`config.mk`:
```
export PLATFORM = sky130hd
export DESIGN_NAME = reg_write_sequencer_flat
export DESIGN_NICKNAME = d
export VERILOG_FILES = /design/src/rtl/reg_write_sequencer_pkg.sv /design/src/rtl/reg_write_sequencer_if.sv /design/src/rtl/reg_write_sequencer_wb_fifo.sv /design/src/rtl/reg_write_sequencer.sv /design/src/flat_wrapper.sv
export SDC_FILE = /design/constraint.sdc
export NUM_CORES = 1
export LEC_CHECK = 0
export CAP_MARGIN = 20
export CORE_MARGIN = 3
export CORE_UTILIZATION = 58
export DETAILED_ROUTE_END_ITERATION = 8
export PLACE_DENSITY_LB_ADDON = 0.12
export SLEW_MARGIN = 20
export SYNTH_ARGS = -nofsm -noshare
export SYNTH_HDL_FRONTEND = slang
export SYNTH_SLANG_ARGS = --single-unit
```
`constraint.sdc`:
```
create_clock -name clk -period 6 [get_ports clk]
set_input_delay 1.2 -clock clk [delete_from_list [all_inputs] [get_ports clk]]
set_output_delay 1.2 -clock clk [all_outputs]
set_load 0.05 [all_outputs]
```
`src/rtl/reg_write_sequencer_pkg.sv`:
```
// Shared register-bank definitions for the writeback sequencer.
// Contents: address/data widths, the hard-wired zero register,
// the default queue depth and the queued {addr,data} payload type.
package reg_write_sequencer_pkg;

    localparam int unsigned ADDR_W    = 5;
    localparam int unsigned DATA_W    = 32;
    localparam int unsigned DEPTH_DEF = 4;

    localparam logic [ADDR_W-1:0] REG_ZERO = '0;

    // One pending register write
    typedef struct packed {
        logic [ADDR_W-1:0] addr;
        logic [DATA_W-1:0] data;
    } wb_entry_t;

endpackage

```
`src/rtl/reg_write_sequencer_if.sv`:
```
// Writeback bus between the two producers / decode stage and the sequencer.
// master: producers + decode (drive requests, flush, read addresses)
// slave : sequencer (drives ready, bank write port, forwarding, status)
interface reg_write_sequencer_if
    import reg_write_sequencer_pkg::*;
#(
    parameter int unsigned DEPTH = DEPTH_DEF
);
    localparam int unsigned CNT_W = $clog2(DEPTH) + 1;

    logic              flush;
    logic              b_valid;
    logic              b_ready;
    logic [ADDR_W-1:0] b_addr;
    logic [DATA_W-1:0] b_data;
    logic              a_valid;
    logic              a_ready;
    logic [ADDR_W-1:0] a_addr;
    logic [DATA_W-1:0] a_data;
    logic [ADDR_W-1:0] aw;
    logic [DATA_W-1:0] datain;
    logic              reg_write;
    logic [ADDR_W-1:0] ar1;
    logic [ADDR_W-1:0] ar2;
    logic              fwd1_hit;
    logic [DATA_W-1:0] fwd1_data;
    logic              fwd2_hit;
    logic [DATA_W-1:0] fwd2_data;
    logic [CNT_W-1:0]  count;
    logic              empty;

    modport master (
        output flush, b_valid, b_addr, b_data, a_valid, a_addr, a_data, ar1, ar2,
        input  b_ready, a_ready, aw, datain, reg_write,
               fwd1_hit, fwd1_data, fwd2_hit, fwd2_data, count, empty
    );

    modport slave (
        input  flush, b_valid, b_addr, b_data, a_valid, a_addr, a_data, ar1, ar2,
        output b_ready, a_ready, aw, datain, reg_write,
               fwd1_hit, fwd1_data, fwd2_hit, fwd2_data, count, empty
    );

endinterface

```
`src/rtl/reg_write_sequencer_wb_fifo.sv`:
```
// DEPTH-entry circular buffer of pending register writes.
// Ports: clk, rst_n; flush_i clears all entries; push0_i/push0_entry_i is the
// older of two same-cycle pushes, push1_i/push1_entry_i the younger; pop_i
// removes the head (head_o). count_o is the registered occupancy,
// count_nxt_c its next value. entries_o/valid_o list the stored entries in
// age order (index 0 = oldest) for forwarding.
module reg_write_sequencer_wb_fifo
    import reg_write_sequencer_pkg::*;
#(
    parameter int unsigned DEPTH = DEPTH_DEF
) (
    input  logic                     clk,
    input  logic                     rst_n,
    input  logic                     flush_i,
    input  logic                     push0_i,
    input  wb_entry_t                push0_entry_i,
    input  logic                     push1_i,
    input  wb_entry_t                push1_entry_i,
    input  logic                     pop_i,
    output wb_entry_t                head_o,
    output logic [$clog2(DEPTH):0]   count_o,
    output logic [$clog2(DEPTH):0]   count_nxt_c,
    output wb_entry_t                entries_o [DEPTH],
    output logic [DEPTH-1:0]         valid_o
);

    localparam int unsigned PTR_W = $clog2(DEPTH);
    localparam int unsigned CNT_W = PTR_W + 1;

    wb_entry_t        mem_q [DEPTH];
    logic [PTR_W-1:0] wr_ptr_q, wr_ptr_d;
    logic [PTR_W-1:0] rd_ptr_q, rd_ptr_d;
    logic [CNT_W-1:0] count_q,  count_d;

    // Pointer/occupancy next state; flush overrides everything
    always_comb begin
        wr_ptr_d = wr_ptr_q + PTR_W'(push0_i) + PTR_W'(push1_i);
        rd_ptr_d = rd_ptr_q + PTR_W'(pop_i);
        count_d  = count_q + CNT_W'(push0_i) + CNT_W'(push1_i) - CNT_W'(pop_i);
        if (flush_i) begin
            wr_ptr_d = '0;
            rd_ptr_d = '0;
            count_d  = '0;
        end
    end

    always_ff @(posedge clk or negedge rst_n) begin
        if (!rst_n) begin
            wr_ptr_q <= '0;
            rd_ptr_q <= '0;
            count_q  <= '0;
        end else begin
            wr_ptr_q <= wr_ptr_d;
            rd_ptr_q <= rd_ptr_d;
            count_q  <= count_d;
        end
    end

    // Storage: the younger push lands one slot after the older one
    always_ff @(posedge clk) begin
        if (!flush_i) begin
            if (push0_i) mem_q[wr_ptr_q] <= push0_entry_i;
            if (push1_i) mem_q[push0_i ? wr_ptr_q + PTR_W'(1) : wr_ptr_q] <= push1_entry_i;
        end
    end

    // Age-ordered view of the queue
    always_comb begin
        for (int unsigned i = 0; i < DEPTH; i++) begin
            entries_o[i] = mem_q[rd_ptr_q + PTR_W'(i)];
            valid_o[i]   = (CNT_W'(i) < count_q);
        end
    end

    assign head_o      = mem_q[rd_ptr_q];
    assign count_o     = count_q;
    assign count_nxt_c = count_d;

endmodule

```
`src/rtl/reg_write_sequencer.sv`:
```
// Writer side of the 32x32 register bank write port.
// Accepts writes from the load path (B, older) and ALU path (A, younger),
// queues them in program order, issues at most one registered bank write
// per clock and forwards pending values to the two decode read ports.
// Ports: clk, rst_n (async, active-low); bus (slave modport) carrying the
// request handshakes, flush, bank write port (aw/datain/reg_write),
// read addresses with forwarding results, and count/empty status.
module reg_write_sequencer
    import reg_write_sequencer_pkg::*;
#(
    parameter int unsigned DEPTH = DEPTH_DEF
) (
    input  logic                  clk,
    input  logic                  rst_n,
    reg_write_sequencer_if.slave  bus
);

    localparam int unsigned CNT_W = $clog2(DEPTH) + 1;

    logic [CNT_W-1:0]  count;
    logic [CNT_W-1:0]  count_nxt;
    logic [CNT_W-1:0]  free;
    logic              pop;
    logic              b_ready;
    logic              a_ready;
    logic              push_b;
    logic              push_a;
    wb_entry_t         head;
    wb_entry_t         entries [DEPTH];
    logic [DEPTH-1:0]  valid;

    logic [ADDR_W-1:0] aw_q, aw_d;
    logic [DATA_W-1:0] datain_q, datain_d;
    logic              reg_write_q, reg_write_d;
    logic              empty_q, empty_d;

    logic              fwd1_hit, fwd2_hit;
    logic [DATA_W-1:0] fwd1_data, fwd2_data;

    // Head drains every cycle the queue holds anything, unless flushed
    assign pop  = (count != '0) && !bus.flush;
    assign free = CNT_W'(DEPTH) - count + CNT_W'(pop);

    // A needs room behind a concurrent B request, since B is older
    always_comb begin
        b_ready = 1'b0;
        a_ready = 1'b0;
        if (!bus.flush) begin
            b_ready = (free >= CNT_W'(1));
            a_ready = bus.b_valid ? (free >= CNT_W'(2)) : (free >= CNT_W'(1));
        end
    end

    // Writes to the zero register are handshaken but never stored
    assign push_b = bus.b_valid && b_ready && (bus.b_addr != REG_ZERO);
    assign push_a = bus.a_valid && a_ready && (bus.a_addr != REG_ZERO);

    reg_write_sequencer_wb_fifo #(
        .DEPTH (DEPTH)
    ) u_wb_fifo (
        .clk           (clk),
        .rst_n         (rst_n),
        .flush_i       (bus.flush),
        .push0_i       (push_b),
        .push0_entry_i ({bus.b_addr, bus.b_data}),
        .push1_i       (push_a),
        .push1_entry_i ({bus.a_addr, bus.a_data}),
        .pop_i         (pop),
        .head_o        (head),
        .count_o       (count),
        .count_nxt_c   (count_nxt),
        .entries_o     (entries),
        .valid_o       (valid)
    );

    // Output stage: one-cycle write pulse per popped entry, address/data hold otherwise
    always_comb begin
        aw_d        = aw_q;
        datain_d    = datain_q;
        reg_write_d = 1'b0;
        if (pop) begin
            aw_d        = head.addr;
            datain_d    = head.data;
            reg_write_d = 1'b1;
        end
        empty_d = (count_nxt == '0) && !reg_write_d;
    end

    always_ff @(posedge clk or negedge rst_n) begin
        if (!rst_n) begin
            aw_q        <= '0;
            datain_q    <= '0;
            reg_write_q <= 1'b0;
            empty_q     <= 1'b1;
        end else begin
            aw_q        <= aw_d;
            datain_q    <= datain_d;
            reg_write_q <= reg_write_d;
            empty_q     <= empty_d;
        end
    end

    // Forwarding: scan oldest (output stage) to youngest so the last match wins
    always_comb begin
        fwd1_hit  = 1'b0;
        fwd1_data = '0;
        fwd2_hit  = 1'b0;
        fwd2_data = '0;
        if (reg_write_q && (aw_q == bus.ar1)) begin
            fwd1_hit  = 1'b1;
            fwd1_data = datain_q;
        end
        if (reg_write_q && (aw_q == bus.ar2)) begin
            fwd2_hit  = 1'b1;
            fwd2_data = datain_q;
        end
        for (int unsigned i = 0; i < DEPTH; i++) begin
            if (valid[i] && (entries[i].addr == bus.ar1)) begin
                fwd1_hit  = 1'b1;
                fwd1_data = entries[i].data;
            end
            if (valid[i] && (entries[i].addr == bus.ar2)) begin
                fwd2_hit  = 1'b1;
                fwd2_data = entries[i].data;
            end
        end
        if (bus.ar1 == REG_ZERO) begin
            fwd1_hit  = 1'b0;
            fwd1_data = '0;
        end
        if (bus.ar2 == REG_ZERO) begin
            fwd2_hit  = 1'b0;
            fwd2_data = '0;
        end
    end

    assign bus.b_ready   = b_ready;
    assign bus.a_ready   = a_ready;
    assign bus.aw        = aw_q;
    assign bus.datain    = datain_q;
    assign bus.reg_write = reg_write_q;
    assign bus.fwd1_hit  = fwd1_hit;
    assign bus.fwd1_data = fwd1_data;
    assign bus.fwd2_hit  = fwd2_hit;
    assign bus.fwd2_data = fwd2_data;
    assign bus.count     = count;
    assign bus.empty     = empty_q;

endmodule
```
`src/flat_wrapper.sv`:
```
// flat-port wrapper written by rule: the top's interface ports become plain ports
module reg_write_sequencer_flat import reg_write_sequencer_pkg::*;
#(
    parameter int unsigned DEPTH = DEPTH_DEF
)
  (clk, rst_n, bus_flush, bus_b_valid, bus_b_addr, bus_b_data, bus_a_valid, bus_a_addr, bus_a_data, bus_ar1, bus_ar2, bus_b_ready, bus_a_ready, bus_aw, bus_datain, bus_reg_write, bus_fwd1_hit, bus_fwd1_data, bus_fwd2_hit, bus_fwd2_data, bus_count, bus_empty);
  reg_write_sequencer_if #(.DEPTH(DEPTH)) bus_i ();
  input  logic clk;
  input  logic rst_n;
  input wire logic [$bits(bus_i.flush)-1:0] bus_flush;
  input wire logic [$bits(bus_i.b_valid)-1:0] bus_b_valid;
  input wire logic [$bits(bus_i.b_addr)-1:0] bus_b_addr;
  input wire logic [$bits(bus_i.b_data)-1:0] bus_b_data;
  input wire logic [$bits(bus_i.a_valid)-1:0] bus_a_valid;
  input wire logic [$bits(bus_i.a_addr)-1:0] bus_a_addr;
  input wire logic [$bits(bus_i.a_data)-1:0] bus_a_data;
  input wire logic [$bits(bus_i.ar1)-1:0] bus_ar1;
  input wire logic [$bits(bus_i.ar2)-1:0] bus_ar2;
  output wire logic [$bits(bus_i.b_ready)-1:0] bus_b_ready;
  output wire logic [$bits(bus_i.a_ready)-1:0] bus_a_ready;
  output wire logic [$bits(bus_i.aw)-1:0] bus_aw;
  output wire logic [$bits(bus_i.datain)-1:0] bus_datain;
  output wire logic [$bits(bus_i.reg_write)-1:0] bus_reg_write;
  output wire logic [$bits(bus_i.fwd1_hit)-1:0] bus_fwd1_hit;
  output wire logic [$bits(bus_i.fwd1_data)-1:0] bus_fwd1_data;
  output wire logic [$bits(bus_i.fwd2_hit)-1:0] bus_fwd2_hit;
  output wire logic [$bits(bus_i.fwd2_data)-1:0] bus_fwd2_data;
  output wire logic [$bits(bus_i.count)-1:0] bus_count;
  output wire logic [$bits(bus_i.empty)-1:0] bus_empty;
  assign bus_i.flush = bus_flush;
  assign bus_i.b_valid = bus_b_valid;
  assign bus_i.b_addr = bus_b_addr;
  assign bus_i.b_data = bus_b_data;
  assign bus_i.a_valid = bus_a_valid;
  assign bus_i.a_addr = bus_a_addr;
  assign bus_i.a_data = bus_a_data;
  assign bus_i.ar1 = bus_ar1;
  assign bus_i.ar2 = bus_ar2;
  assign bus_b_ready = bus_i.b_ready;
  assign bus_a_ready = bus_i.a_ready;
  assign bus_aw = bus_i.aw;
  assign bus_datain = bus_i.datain;
  assign bus_reg_write = bus_i.reg_write;
  assign bus_fwd1_hit = bus_i.fwd1_hit;
  assign bus_fwd1_data = bus_i.fwd1_data;
  assign bus_fwd2_hit = bus_i.fwd2_hit;
  assign bus_fwd2_data = bus_i.fwd2_data;
  assign bus_count = bus_i.count;
  assign bus_empty = bus_i.empty;
  reg_write_sequencer #(.DEPTH(DEPTH)) u_core (.clk(clk), .rst_n(rst_n), .bus(bus_i));
endmodule
```
# [Word-level counts from Yosys, hierarchy flattened]
# Memories as Yosys holds them, arrays and structs flattened.
# Cells that the tools add are included.
[word_totals] input_bits=89 ram_bits=148 memories=1 elab_cells=98 regBits=46 output_inout_bits=110
[op_classes] addsub=12 n_lt_le_gt_ge=6 n_mux=38 reduce_logical=24 eq_ne=10
[memory_table] name="u_core.u_wb_fifo.mem_q" words=4 word_bits=37 read_ports=4 rd_ports_with_merged_regs=0 wr=2 line_no="reg_write_sequencer_wb_fifo.sv:30" source="wb_entry_t mem_q [DEPTH];"
[op_table] operator="32-bit two-way mux" n=12
[op_table] operator="5-bit equality test" n=10
[op_table] operator="1-bit two-way mux" n=22
[op_table] operator="1-bit logical AND" n=16
[op_table] operator="5-bit logical NOT" n=2
[op_table] operator="5-bit nonzero test" n=2
[op_table] operator="3-bit by 1-bit adder with 3-bit output" n=3
[op_table] operator="2-bit by 1-bit adder with 2-bit output" n=3
[op_table] operator="1-bit by 3-bit less-than comparator with 1-bit output (first input constant)" n=2
[op_table] operator="2-bit by 3-bit less-than comparator with 1-bit output (first input constant)" n=2
[op_table] operator="2-bit two-way mux" n=3
[op_table] operator="2-bit by 1-bit adder with 2-bit output (second input constant)" n=2
[op_table] operator="2-bit adder (second input constant)" n=2
[op_table] operator="3-bit by 1-bit >= comparator with 1-bit output (second input constant)" n=1
[op_table] operator="3-bit by 2-bit >= comparator with 1-bit output (second input constant)" n=1
[op_table] operator="3-bit logical NOT" n=1
[op_table] operator="3-bit two-way mux" n=1
[op_table] operator="3-bit nonzero test" n=1
[op_table] operator="3-bit by 1-bit subtractor with 3-bit output" n=1
[op_table] operator="3-bit subtractor (first input constant)" n=1
[op_table] operator="1-bit logical NOT" n=2

# [Depth between registers and ports, before layout]
[logic_depth] depth_word=13 mapped_depth=19 mapped_depth_nobuf=18

# [Cells and area by module]
# From an unflattened synthesis, not the netlist that was laid out.
[hier_totals] cells_unflattened=1275 area_unflattened_um2=16125.5
[modules_own_cells] mod="reg_write_sequencer_wb_fifo" area_each_um2=10714.0 seq_area_each_um2=4619.4 cells_each=599 n_inst=1
[modules_own_cells] mod="reg_write_sequencer" area_each_um2=5411.4 seq_area_each_um2=977.2 cells_each=676 n_inst=1

# [Worst setup path after synthesis]
# OpenSTA, ideal clock, no wires.
[synth_timing] kind="input to register" from="input bus_flush" to="memory u_core.u_wb_fifo.mem_q[2][0] (netlist name) (enable)" path_slack_ns=0.254 setup_ns=0.393 required_ns=5.607 arrival_ns=5.353 stages=16 path_buffers=5 cell_sequence="clkbuf_1 > a31oi_1 > clkbuf_1 > inv_1 > ha_1 > inv_1 > ha_1 > xnor2_1 > a31oi_1 > and2_1 > buf_2 > a31oi_1 > nor2_1 > buf_2 > buf_2 > a21o_1"
[synth_rtl] item="start, declared" line_no="flat_wrapper.sv:10" source="input wire logic [$bits(bus_i.flush)-1:0] bus_flush;"
[synth_rtl] item="end, declared" line_no="reg_write_sequencer_wb_fifo.sv:30"

# [Final worst setup path]
[layout_timing] from="input bus_ar2[2]" to="output bus_fwd2_data[29]"
[layout_between] elab_chain_len=8 word_cells_on_any_way=17 classes_between="eq/ne (5); mux (6); reduce/logical (6)"
[layout_lines] item="start, declared" line_no="flat_wrapper.sv:18" source="input wire logic [$bits(bus_i.ar2)-1:0] bus_ar2;"
[layout_lines] item="5-bit equality test" line_no="reg_write_sequencer.sv:113" source="if (reg_write_q && (aw_q == bus.ar2)) begin"
[layout_lines] item="1-bit logical AND" line_no="reg_write_sequencer.sv:113"
[layout_lines] item="32-bit two-way mux" line_no="reg_write_sequencer.sv:113"
[layout_lines] item="32-bit two-way mux (4 in series)" line_no="reg_write_sequencer.sv:122" source="if (valid[i] && (entries[i].addr == bus.ar2)) begin"
[layout_lines] item="32-bit two-way mux (*)" line_no="reg_write_sequencer.sv:131" source="if (bus.ar2 == REG_ZERO) begin"
[layout_lines] item="end, declared" line_no="flat_wrapper.sv:27" source="output wire logic [$bits(bus_i.fwd2_data)-1:0] bus_fwd2_data;"
# Mark *: on every way between the ends. The rest lies on a longest branch, timed or not.

==> impl_metrics.ini <==
[timing]
min_period_over_period = 0.870
rsz0062_at_grt = false
report.final.slew_viol_count = 0
whs_ns = 0.574
max_slew.worst_pin.slew_ns = 1.12
finalClockSkew_ns = 0.0141
slew_headroom = 0.255
finalSetupViolations = 0
min_period_ns = 5.22
final_hold_viol_count = 0
setup_tns_ns = 0
worst_slack_ns = 0.778
fmax_ghz = 0.191

[floorplan]
core_um2 = 24700
die_x_um = 166
dieHeight_um = 166
die_area_um2 = 27400
io_pins = 199
initial_core_util = 0.599
num_rows = 57

[clock_tree]
root_buffer = clkbuf_16
cts_tree = done
cts_resized = 0
postCtsSetupRepairBufs = 0
clk_latency_ns = 0.45
ctsHoldBuffers = 0
cts_sinks = 194
h-tree-depth = 4
numCtsBuffers = 17
clk_pin_slew_ns = 0.08
clockBufferDepth = 2

[setup_path]
required_ns = 4.80
path_class = input pin to primary output
cp-end-kind = primary output
cp.arrival_ns = 4.02
crit_path_start_kind = input pin
path_max_fanout = 19

[power_and_ir_drop]
peakVddDrop_mv = 0.317
p_leak_nw = 6.11
p_total_w = 0.00788
p_per_area_nw_per_um2 = 432

[placement]
pre_cts_ws_ns = 0.869
gp_congestion = 0.919
hpwl_um = 29800
io_buffers = 198

[synthesis]
syn_area_um2 = 14800
yosysUniqueCellTypes = 50
yosys.area.top_type_share = 0.301
seq_area_frac_synth = 0.378
synthCells = 1387
yosysWarnings = 0
yosysTopAreaCell = edfxtp_1
yosys_register_bits = 194
syn_area_per_cell_um2 = 10.7
synth_area_leaders = edfxtp_1 (30%), mux2_2 (19%), dfrtp_1 (7.6%)
syn_nets = 1489

[route]
drtAntennaViolNets = 0
drt_iter0_drc = 1678
post_drt_via_cell_ratio = 6.91
firstDrtPassIters = 8
postRouteWirelength_um = 46800
wire_per_inst_um = 25.4
vias = 12720
drc_errors = 0

[run_status]
status = finished, final reports clean

[global_route]
grt_max_degree = 130
gr-total-overflow = 0
grt_pass1_wl_um = 73200
antenna_found_initial = 6
grt_pass1_vias = 12856
track_usage = 0.332

[flow_run]
drv_cap = 0

[hold_path]
hold_class = flop to flop

[final_layout]
layout.nets = 1602
area_growth_pct = 23.4
nFillCells = 1736
layout-drive-gt1-share = 0.305
-- report_power, final --
part | leakage, nW | internal, W | total (W) | switching [W]
combinational | 3.93 | 0.00183 | 0.00453 | 0.00269
sequential | 1.90 | 0.00186 | 0.00219 | 0.000330
clock | 0.286 | 0.000600 | 0.00116 | 0.000565
-- worst paths after layout --
kind / depth (start not counted) / slack [ns] / endpoint / startpoint
hold reg to reg: 1 / 0.57 / u_core.bus.datain[20]$_DFFE_PN0P_ / u_core.bus.datain[20]$_DFFE_PN0P_
min in group asynchronous: 2 / 0.92 / u_core.u_wb_fifo.count_o[2]$_DFF_PN0_ / rst_n
hold / removal: 1 / 0.57 / u_core.bus.datain[20]$_DFFE_PN0P_ / u_core.bus.datain[20]$_DFFE_PN0P_
max in group asynchronous: 2 / 4.50 / u_core.u_wb_fifo.rd_ptr_q[0]$_DFF_PN0_ / rst_n
setup / recovery: 9 / 0.78 / bus_fwd2_data[29] / bus_ar2[2]
setup reg to reg: 15 / 2.19 / u_core.bus.empty$_DFF_PN1_ / u_core.u_wb_fifo.count_o[2]$_DFF_PN0_
-- metrics by stage --
step | instances | cell area, um2 | utilization
after global placement | 1805 | 17700 | 0.715
after detailed placement | 1805 | 17700 | 0.715
final | 1842 | 18300 | 0.740
after floorplan | 1387 | 14800 | -
after global routing | 1842 | 18300 | 0.740
after CTS | 1837 | 18200 | 0.739
-- sequential cells by signal, indices dropped and copies added (netlist names) --
name and count:
u_core.bus.empty 1, u_core.u_wb_fifo.mem_q 148, u_core.u_wb_fifo.count_o 3, u_core.bus.aw 5, u_core.u_wb_fifo.wr_ptr_q 2, u_core.bus.datain 32
u_core.bus.reg_write 1, u_core.u_wb_fifo.rd_ptr_q 2
-- cell families (layout without fill, tap and decap cells) --
| logic type | after synthesis | in the layout | share of synthesized area |
|---|---|---|---|
| compound gates | 343 | 343 | 0.175 |
| xor+xnor | 59 | 59 | 0.0349 |
| fa+ha+maj | 13 | 13 | 0.0125 |
| buf+inv | 150 | 276 | 0.0465 |
| flops | 194 | 194 | 0.378 |
| mux | 340 | 340 | 0.266 |
| other cells | 0 | 5 | 0 |
| simple gates | 288 | 288 | 0.0860 |
-- layer usage --
layer	up-vias	part of all wire	track usage
li1	5563	-	-
met1	6173	0.39	0.444
met2	836	0.47	0.531
met3	146	0.10	0.0665
met4	2	0.032	0.142
met5	-	0.00028	0
-- cells in the final DEF (no fill, tap or decap), types with 4 or more instances in the layout --
cell type and n:
mux2_2 249, nand2_1 168, edfxtp_1 148, clkdlybuf4s50_1 129, buf_12 74, mux2i_1 73, a21oi_1 65, a221o_1 64
o32ai_1 64, o21ai_0 64, a31o_1 61, nor2_1 44, dfrtp_1 43, or2_2 33, xnor2_1 32, xor2_1 27
buf_4 27, mux4_2 18, clkbuf_16 17, inv_1 12, ha_1 9, nand4_1 7, diode_2 5, nor3_1 5
inv_8 5, nor4_1 4, nand3_1 4
-- cells in the mapped netlist, drive strengths merged --
library cell,number
a2111oi,1
a211oi,3
a21boi,1
a21o,2
a21oi,67
a221o,64
a31o,64
a31oi,4
and2,2
and3,2
buf,68
clkbuf,69
dfrtp,45
dfstp,1
edfxtp,148
fa,3
ha,10
inv,13
mux2,249
mux2i,73
mux4,18
nand2,170
nand3,4
nand4,7
nor2,46
nor2b,3
nor3,6
nor3b,3
nor4,5
o21a,3
o21ai,68
o311a,1
o31a,1
o32ai,64
or2,35
or3,1
or3b,2
or4,2
xnor2,32
xor2,27
-- critical path, stage by stage --
cell and delay (ns):
clkdlybuf4s50_1 0.61, xor2_1 0.25, nor4_1 0.32, nand3_1 0.22, a21oi_4 0.44, buf_4 0.39, a221o_1 0.20, a31o_1 0.21
buf_12 0.15
-- cell type report --
type	count	area (um2)	share of cell area
clock buffer	18	439	0.0241
antenna	5	12.5	0.000685
multi-input combinational	1043	8610	0.472
inverter	13	50.0	0.00274
sequential	194	5600	0.307
clock inverter	14	146	0.00802
timing repair buffer	231	2980	0.163
tap	324	405	0.0222
No activity file was read; power rests on OpenSTA's default activity.
